===== config.mk =====
export PLATFORM = sky130hd
export DESIGN_NAME = multicycle_controller
export DESIGN_NICKNAME = d
export VERILOG_FILES = /design/src/rtl/riscv_pkg.sv /design/src/rtl/alu_decoder.sv /design/src/rtl/multicycle_controller.sv
export SDC_FILE = /design/constraint.sdc
export NUM_CORES = 1
export LEC_CHECK = 0
export BUFFER_PORTS_ARGS = -buffer_cell sky130_fd_sc_hd__buf_2
export CORE_MARGIN = 2
export CORE_UTILIZATION = 44
export CTS_CLUSTER_SIZE = 24
export DETAILED_ROUTE_END_ITERATION = 7
export GPL_TIMING_DRIVEN = 1
export MAX_ROUTING_LAYER = met4
export PLACE_DENSITY = 0.8
export SETUP_SLACK_MARGIN = 0.05
export SLEW_MARGIN = 30
export SYNTH_ARGS = -nofsm -noshare
export SYNTH_HDL_FRONTEND = slang
export SYNTH_SLANG_ARGS = --single-unit

===== constraint.sdc =====
create_clock -name clk -period 1.98 [get_ports clk]
set_input_delay 0.396 -clock clk [delete_from_list [all_inputs] [get_ports clk]]
set_output_delay 0.396 -clock clk [all_outputs]
set_load 0.02 [all_outputs]

===== src/rtl/riscv_pkg.sv =====
// Shared encodings for the multicycle RV32I controller: FSM states, opcodes,
// ALU operation codes and datapath mux select values.
package riscv_pkg;

    typedef enum logic [3:0] {
        S_FETCH    = 4'd0,
        S_DECODE   = 4'd1,
        S_MEMADR   = 4'd2,
        S_MEMREAD  = 4'd3,
        S_MEMWB    = 4'd4,
        S_MEMWRITE = 4'd5,
        S_EXECUTER = 4'd6,
        S_EXECUTEI = 4'd7,
        S_ALUWB    = 4'd8,
        S_BEQ      = 4'd9,
        S_JAL      = 4'd10
    } state_t;

    localparam logic [6:0] OP_LW  = 7'b0000011;
    localparam logic [6:0] OP_SW  = 7'b0100011;
    localparam logic [6:0] OP_R   = 7'b0110011;
    localparam logic [6:0] OP_I   = 7'b0010011;
    localparam logic [6:0] OP_BEQ = 7'b1100011;
    localparam logic [6:0] OP_JAL = 7'b1101111;

    // Must match the ALU's operation select
    localparam logic [2:0] ALU_ADD = 3'b000;
    localparam logic [2:0] ALU_SUB = 3'b001;
    localparam logic [2:0] ALU_AND = 3'b010;
    localparam logic [2:0] ALU_OR  = 3'b011;
    localparam logic [2:0] ALU_SLT = 3'b101;

    localparam logic [1:0] ALUOP_ADD   = 2'b00;
    localparam logic [1:0] ALUOP_SUB   = 2'b01;
    localparam logic [1:0] ALUOP_FUNCT = 2'b10;

    localparam logic [1:0] SRCA_PC    = 2'b00;
    localparam logic [1:0] SRCA_OLDPC = 2'b01;
    localparam logic [1:0] SRCA_REG   = 2'b10;

    localparam logic [1:0] SRCB_REG  = 2'b00;
    localparam logic [1:0] SRCB_IMM  = 2'b01;
    localparam logic [1:0] SRCB_FOUR = 2'b10;

    localparam logic [1:0] RES_ALUOUT = 2'b00;
    localparam logic [1:0] RES_DATA   = 2'b01;
    localparam logic [1:0] RES_ALURES = 2'b10;

    localparam logic [1:0] IMM_I = 2'b00;
    localparam logic [1:0] IMM_S = 2'b01;
    localparam logic [1:0] IMM_B = 2'b10;
    localparam logic [1:0] IMM_J = 2'b11;

endpackage


===== src/rtl/alu_decoder.sv =====
// Maps ALUOp plus funct fields onto the ALU operation select.
module alu_decoder
    import riscv_pkg::*;
(
    input  logic [1:0] alu_op,
    input  logic [2:0] funct3,
    input  logic       funct7b5,
    input  logic       op5,
    output logic [2:0] alu_control
);

    // Only R-type (op[5]=1) may select sub; addi ignores instruction bit 30
    always_comb begin
        alu_control = ALU_ADD;
        case (alu_op)
            ALUOP_ADD: alu_control = ALU_ADD;
            ALUOP_SUB: alu_control = ALU_SUB;
            ALUOP_FUNCT: begin
                case (funct3)
                    3'b000:  alu_control = (op5 & funct7b5) ? ALU_SUB : ALU_ADD;
                    3'b010:  alu_control = ALU_SLT;
                    3'b110:  alu_control = ALU_OR;
                    3'b111:  alu_control = ALU_AND;
                    default: alu_control = ALU_ADD;
                endcase
            end
            default: alu_control = ALU_ADD;
        endcase
    end

endmodule


===== src/rtl/multicycle_controller.sv =====
// Moore control FSM for the multicycle RV32I datapath: sequences each
// instruction and drives mux selects, write enables and the ALU select.
module multicycle_controller
    import riscv_pkg::*;
(
    input  logic       clk,
    input  logic       reset,
    input  logic [6:0] op,
    input  logic [2:0] funct3,
    input  logic       funct7b5,
    input  logic       zero,
    output logic       PCWrite,
    output logic       AdrSrc,
    output logic       MemWrite,
    output logic       IRWrite,
    output logic       RegWrite,
    output logic [1:0] ResultSrc,
    output logic [1:0] ALUSrcA,
    output logic [1:0] ALUSrcB,
    output logic [1:0] ImmSrc,
    output logic [2:0] AluControl
);

    state_t     state_q, state_d;
    logic [1:0] alu_op;
    logic       pc_update, branch;
    logic       adr_src, mem_write, ir_write, reg_write;

    // State register; reset drops straight back to FETCH
    always_ff @(posedge clk or posedge reset) begin
        if (reset) state_q <= S_FETCH;
        else       state_q <= state_d;
    end

    // Next-state: op is stable after FETCH since IR only loads there
    always_comb begin
        state_d = S_FETCH;
        case (state_q)
            S_FETCH: state_d = S_DECODE;
            S_DECODE: begin
                case (op)
                    OP_LW, OP_SW: state_d = S_MEMADR;
                    OP_R:         state_d = S_EXECUTER;
                    OP_I:         state_d = S_EXECUTEI;
                    OP_BEQ:       state_d = S_BEQ;
                    OP_JAL:       state_d = S_JAL;
                    default:      state_d = S_FETCH;
                endcase
            end
            S_MEMADR:   state_d = (op == OP_LW) ? S_MEMREAD : S_MEMWRITE;
            S_MEMREAD:  state_d = S_MEMWB;
            S_EXECUTER: state_d = S_ALUWB;
            S_EXECUTEI: state_d = S_ALUWB;
            S_JAL:      state_d = S_ALUWB;
            default:    state_d = S_FETCH;
        endcase
    end

    // Moore output decode
    always_comb begin
        pc_update = 1'b0;
        branch    = 1'b0;
        adr_src   = 1'b0;
        mem_write = 1'b0;
        ir_write  = 1'b0;
        reg_write = 1'b0;
        ResultSrc = RES_ALUOUT;
        ALUSrcA   = SRCA_PC;
        ALUSrcB   = SRCB_REG;
        alu_op    = ALUOP_ADD;
        case (state_q)
            S_FETCH: begin
                ir_write  = 1'b1;
                pc_update = 1'b1;
                ALUSrcB   = SRCB_FOUR;
                ResultSrc = RES_ALURES;
            end
            S_DECODE: begin
                ALUSrcA = SRCA_OLDPC;
                ALUSrcB = SRCB_IMM;
            end
            S_MEMADR: begin
                ALUSrcA = SRCA_REG;
                ALUSrcB = SRCB_IMM;
            end
            S_MEMREAD: adr_src = 1'b1;
            S_MEMWB: begin
                ResultSrc = RES_DATA;
                reg_write = 1'b1;
            end
            S_MEMWRITE: begin
                adr_src   = 1'b1;
                mem_write = 1'b1;
            end
            S_EXECUTER: begin
                ALUSrcA = SRCA_REG;
                alu_op  = ALUOP_FUNCT;
            end
            S_EXECUTEI: begin
                ALUSrcA = SRCA_REG;
                ALUSrcB = SRCB_IMM;
                alu_op  = ALUOP_FUNCT;
            end
            S_ALUWB: reg_write = 1'b1;
            S_BEQ: begin
                ALUSrcA = SRCA_REG;
                alu_op  = ALUOP_SUB;
                branch  = 1'b1;
            end
            S_JAL: begin
                ALUSrcA   = SRCA_OLDPC;
                ALUSrcB   = SRCB_FOUR;
                pc_update = 1'b1;
            end
            default: ;
        endcase
    end

    // Immediate format depends only on the opcode
    always_comb begin
        case (op)
            OP_SW:   ImmSrc = IMM_S;
            OP_BEQ:  ImmSrc = IMM_B;
            OP_JAL:  ImmSrc = IMM_J;
            default: ImmSrc = IMM_I;
        endcase
    end

    // Write enables are gated by reset so nothing commits while it is held
    assign PCWrite  = ~reset & (pc_update | (branch & zero));
    assign IRWrite  = ~reset & ir_write;
    assign MemWrite = ~reset & mem_write;
    assign RegWrite = ~reset & reg_write;
    assign AdrSrc   = adr_src;

    alu_decoder u_alu_decoder (
        .alu_op      (alu_op),
        .funct3      (funct3),
        .funct7b5    (funct7b5),
        .op5         (op[5]),
        .alu_control (AluControl)
    );

endmodule


Yosys cells after proc, flatten, opt, wreduce, memory -nomap -nowiden
Index checks and enable logic that the tools add are counted.
Storage, ports and cells
  flip-flop bits (word level): 4
  latch bits: 0
  RAM bits: 0
  ROM bits: 0
  bits of input ports: 14
  output and inout bits: 16
  word-level logic and storage cells: 58
  memories: 0
Operators by class
  add/sub/neg operators: 0
  multipliers: 0
  divide/modulo/power cells: 0
  $lt $le $gt $ge: 0
  eq/ne operators: 21
  shift operators: 0
  muxes and demuxes: 17
  bitwise gates (word level): 8
  reduce and logical (&&, ||, !) cells: 11
Operators with widths (number)
  one-hot mux 4 bit (5 select lines): 2
  == test 4 x 3 -> 1 bit, second input constant: 4
  one-hot mux 2 bit (2 select lines): 4
  == test 7 x 6 -> 1 bit, second input constant: 2
  == test 7 bit, second input constant: 2
  == test 4 bit, second input constant: 3
  one-hot mux 3 bit (4 select lines): 1
  OR reduction 2 bit: 6
  == test 4 x 2 -> 1 bit, second input constant: 2
  == test 7 x 2 -> 1 bit, second input constant: 1
  == test 7 x 5 -> 1 bit, second input constant: 1
  2-to-1 mux 1 bit: 7
  AND 1 bit: 6
  == test 3 bit, second input constant: 2
  one-hot mux 2 bit (3 select lines): 1
  one-hot mux 3 bit (2 select lines): 1
  OR reduction 3 bit: 2
  == test 4 x 1 -> 1 bit, second input constant: 1
  zero test 4 bit: 1
  OR reduction 4 bit: 1
  == test 3 x 2 -> 1 bit, second input constant: 1
  zero test 3 bit: 1
  2-to-1 mux 3 bit: 1
  == test 2 x 1 -> 1 bit, second input constant: 1
  other kinds (3): 3

Logic depth before layout (Yosys ltp)
  word-level depth: 5
  depth in mapped cells: 7
  depth with buffers taken out: 6

Cells and area by module
From an unflattened synthesis, not the netlist that was laid out.
Unflattened totals
  cells, all modules: 73
  area total of the unflattened synthesis: 606.8 µm²
By module, submodules not included
  multicycle_controller: instances 1, cells an instance 62, area each 510.5 µm², sequential area each 100.1 µm²
  alu_decoder: instances 1, cells an instance 11, area each 96.3 µm², sequential area each 0.0 µm²

Least setup slack after synthesis
No wires, ideal clock.
  path kind: register -> output
  start: reg state_q[3]
  end: out AluControl[1]
  data arrival time: 1642 ps
  data required time: 1584 ps
  slack: -58 ps
  stages on the path, launching flop included: 7
  buffers on the path: 1
  cells stage by stage: dfrtp_1 buf_6 nand2b_1 nor2_1 inv_1 ha_1 nor3b_1
On the way
  word-level cells in the longest chain between the ends: 5
  elaborated cells on any way between the ends: 8
  classes of those cells: eq/ne: 5; mux: 2; reduce/logical: 1
Ends and longest elaborated chain
  start, declared: line multicycle_controller.sv:24  | state_t state_q, state_d;
  start signal, assigned: line multicycle_controller.sv:32  | else state_q <= state_d;
  == test 4 x 3 -> 1 bit: line multicycle_controller.sv:71  | case (state_q)
  OR reduction 2 bit (no line)
  one-hot mux 2 bit (2 select lines) (*): line multicycle_controller.sv:71
  == test 2 bit or == test 2 x 1 -> 1 bit (tied branches): line alu_decoder.sv:15  | case (alu_op)
  one-hot mux 3 bit (2 select lines) (*): line alu_decoder.sv:15
  end, declared: line multicycle_controller.sv:21  | output logic [2:0] AluControl
Mark *: on every way between the ends. The rest lies on a longest branch, timed or not.

Worst setup path in the final report
  start: reg state_q[1]
  end: out AluControl[0]
The elaborated chain is that of the path after synthesis.

==> results.yml <==
cts:
  clk_path_buf_depth: 2
  clock_latency_ns: 0.24
  root_buffer: "sky130_fd_sc_hd__clkbuf_4"
  cts_tree: "yes"
  cts_hold_buffers: 0
  clk_pin_slew_worst_setup_hold_paths_ns: 0.04
  cts-htree-levels: 1
  cts_sinks: 4
  cts_made_buffers: 3
final_layout:
  post_route_cells_drive_above_1_share: 0.5505
  syn2layout_area_growth_pct: 53.32
  largest_register_ffs: 4
  final-instance-count-excl-fill: 124
  layout.nets: 127
  finalCoreUtilization: 0.7061
  largest-register: "state_q"
  number_of_filler_cells_placed_in_the_layout: 116
  mostFrequentLayoutCells: "sky130_fd_sc_hd__buf_2 (24), sky130_fd_sc_hd__buf_4 (12), sky130_fd_sc_hd__nor3_1 (7)"
  insertedDiodeCount: 0
  seq_area_um2: 101.3
  multiInputGateArea_um2: 505.5
  reg.largest.list: "state_q x4"
  most_common_cell_after_layout_fill_and_taps_aside: "sky130_fd_sc_hd__buf_2"
sta:
  finalHoldViolations: 0
  relSlewSlack: 0.8401
  tightest_hold_margin_ns: 0.07807
  period_needed_ns: 1.970
  fin_worst_skew_ns: 0.01150
  setup_repair_after_global_routing_missed_its_margin: "true"
  worst_slew_pin_slew_ns: 0.2398
  post-route-period-util: 0.9948
  timing.fmax_ghz: 0.5077
  postLayoutSetupSlackWorst_ns: 0.01038
  timing_max_transition_violations_final: 0
  setup_viol_count_final: 0
die:
  std_cell_rows: 13
  boundary_pins: 30
  core_um2: 1269
  dieHeight_um: 40.44
  fp.dieArea_um2: 1635
  fp.dieW_um: 40.44
  floorplan.initialDensity: 0.4606
worst_setup_path:
  r2r_setup_slack_ns: 0.79
  rr_endpoint: "state_q[1]"
  worstPathRequired_ns: 1.58
  regToRegStartpoint: "state_q[1]"
  timing.critical_path.from_type: "flip-flop"
  cp.arrival_ns: 1.57
  crit_type: "reg -> out"
  crit_fanout: 3
  setup.worst_path.end_class: "primary output"
  rr_worst_depth: 4
synthesis:
  synthSimpleGateAreaFrac: 0.4197
  synth_top_family_by_area: "simple AND/OR/NAND/NOR gates"
  synth_flop_cell: "sky130_fd_sc_hd__dfrtp_1"
  synth_fp_nets: 89
  synth-compound-area-share: 0.2099
  synth-seq-cells: 4
  ys_warn_count: 0
  synth_cells: 73
  post_synth_num_cell_types: 38
  synth_edf_count: 0
  synth-xor-area-share: 0.04497
  synth-adder-area-share: 0.04283
  synth.avg_cell_area_um2: 8.004
  post_synth_mux_area_share: 0
  synth_seq_area_share: 0.1713
  postSynth.asyncResetShare: 1.000
  synth.cell_area_um2: 584.3
global_route:
  grt_pass1_wl_um: 2256
  grt.overflow.total: 0
  gr-usage-all-layers: 0.2108
  pin_count_of_the_biggest_net_entering_global_routing: 14
  grt_pass1_vias: 569
  antenna_violations_before_repair: 0
place:
  placed_cells_incl_taps: 118
  place.gp.congestion: 0.8053
  place_worst_setup_slack_ns: 0.1873
  port_buffers: 29
  dpl.hpwl_um: 1113
drt:
  met3_wirelength_um: 77
  drtAntennaViolNets: 0
  wl_met1_um: 656
  vias: 675
  drt-initial-drc-count: 13
  wire_per_inst_um: 12.55
  vias_per_cell: 5.444
  totalWireLength_um: 1556
  dr_wl_met2_um: 806
  top_layer_used: "met4"
  drt_pass1_iterations: 4
  post-route-drc-count: 0
hold_path:
  hold_path_class: "in -> async"
power_and_ir_drop:
  power_leakage_uw: 0.0003839
  finalPower_uw: 633.3
  power_per_cell_area_nw_per_um2: 706.9
  ir_drop_v: 0.0007122
run_status:
  result_of_the_run: "completed"
job:
  drv.max_cap_violation_count: 0
## worst max-delay path: stages (launching register included)
cell,delay [ns]
sky130_fd_sc_hd__dfrtp_2,0.43
sky130_fd_sc_hd__nor2b_2,0.16
sky130_fd_sc_hd__nand3_2,0.12
sky130_fd_sc_hd__ha_2,0.20
sky130_fd_sc_hd__nor2b_4,0.12
sky130_fd_sc_hd__o21ai_1,0.07
sky130_fd_sc_hd__a21oi_1,0.08
sky130_fd_sc_hd__buf_4,0.15
## cells in the mapped netlist (2+ instances only)
library cell | number | area [µm²]
sky130_fd_sc_hd__inv_2 | 2 | 7.510
sky130_fd_sc_hd__nor2b_1 | 2 | 12.51
sky130_fd_sc_hd__nand3_1 | 2 | 10.01
sky130_fd_sc_hd__buf_6 | 3 | 33.78
sky130_fd_sc_hd__xor2_1 | 2 | 17.52
sky130_fd_sc_hd__nand2_1 | 3 | 11.26
sky130_fd_sc_hd__o21ai_0 | 4 | 20.02
sky130_fd_sc_hd__nor3_1 | 7 | 35.03
sky130_fd_sc_hd__a21oi_1 | 3 | 15.01
sky130_fd_sc_hd__dfrtp_1 | 4 | 100.1
sky130_fd_sc_hd__nor2_1 | 5 | 18.77
sky130_fd_sc_hd__ha_1 | 2 | 25.02
sky130_fd_sc_hd__nor3b_1 | 2 | 15.01
sky130_fd_sc_hd__nand2b_1 | 4 | 25.02
sky130_fd_sc_hd__inv_1 | 5 | 18.77
## per-stage QoR
| stage | cell area, µm² | setup TNS, ns |
|---|---|---|
| 5_1_grt | 895.9 | -0.1547 |
| 3_5_place_dp | 752.0 | 0 |
| 3_3_place_gp | 752.0 | 0 |
| 6_report | 895.9 | 0 |
| 4_1_cts | 832.0 | 0 |
| 2_1_floorplan | 589.3 | 0 |
## report_power, final
group,internal [µW],switching (µW)
Sequential,93.6,6.36
Combinational,187,241
Clock,68.0,37.1
Total,349,284
## cell type report
| class | count | share of cell area |
|---|---|---|
| timing repair buffer | 37 | 0.2472 |
| clock buffer | 3 | 0.02514 |
| inverter | 7 | 0.02933 |
| multi-input combinational | 58 | 0.5642 |
| sequential | 4 | 0.1131 |
| tap | 15 | 0.02095 |
## worst max-delay path by stage
stage,to,cells past startpoint,slack (ns),startpoint
after CTS,AluControl[0],7,0.01,state_q[3]
after detailed placement,AluControl[1],6,0.19,state_q[1]
after global placement,AluControl[1],6,0.23,state_q[1]
after global routing,AluControl[1],6,-0.07,state_q[1]
after floorplan,AluControl[0],7,0.1,state_q[3]
final,AluControl[0],7,0.01,state_q[1]
## what timing repair did
action | CTS | global route
endpoints found under the hold margin | 0 | 0
pin swaps | 3 | 4
buffers inserted | 1 | 2
gates resized for setup | 12 | 10
setup endpoints to repair | 2 | 9
## cell families after synthesis
family / Yosys count
AND/OR/NAND/NOR: 37
AO/OA/AOI/OAI: 16
buffers and inverters: 11
flip-flops: 4
XOR/XNOR: 3
adder cells (fa/ha/maj): 2
## layer usage
metal | global-route usage | vias to the layer above
li1 | - | 340
met4 | 0.1000 | 0
met5 | - | -
met2 | 0.3611 | 23
met3 | 0.01667 | 2
met1 | 0.2450 | 310
Power figures use the tool's default switching activity.
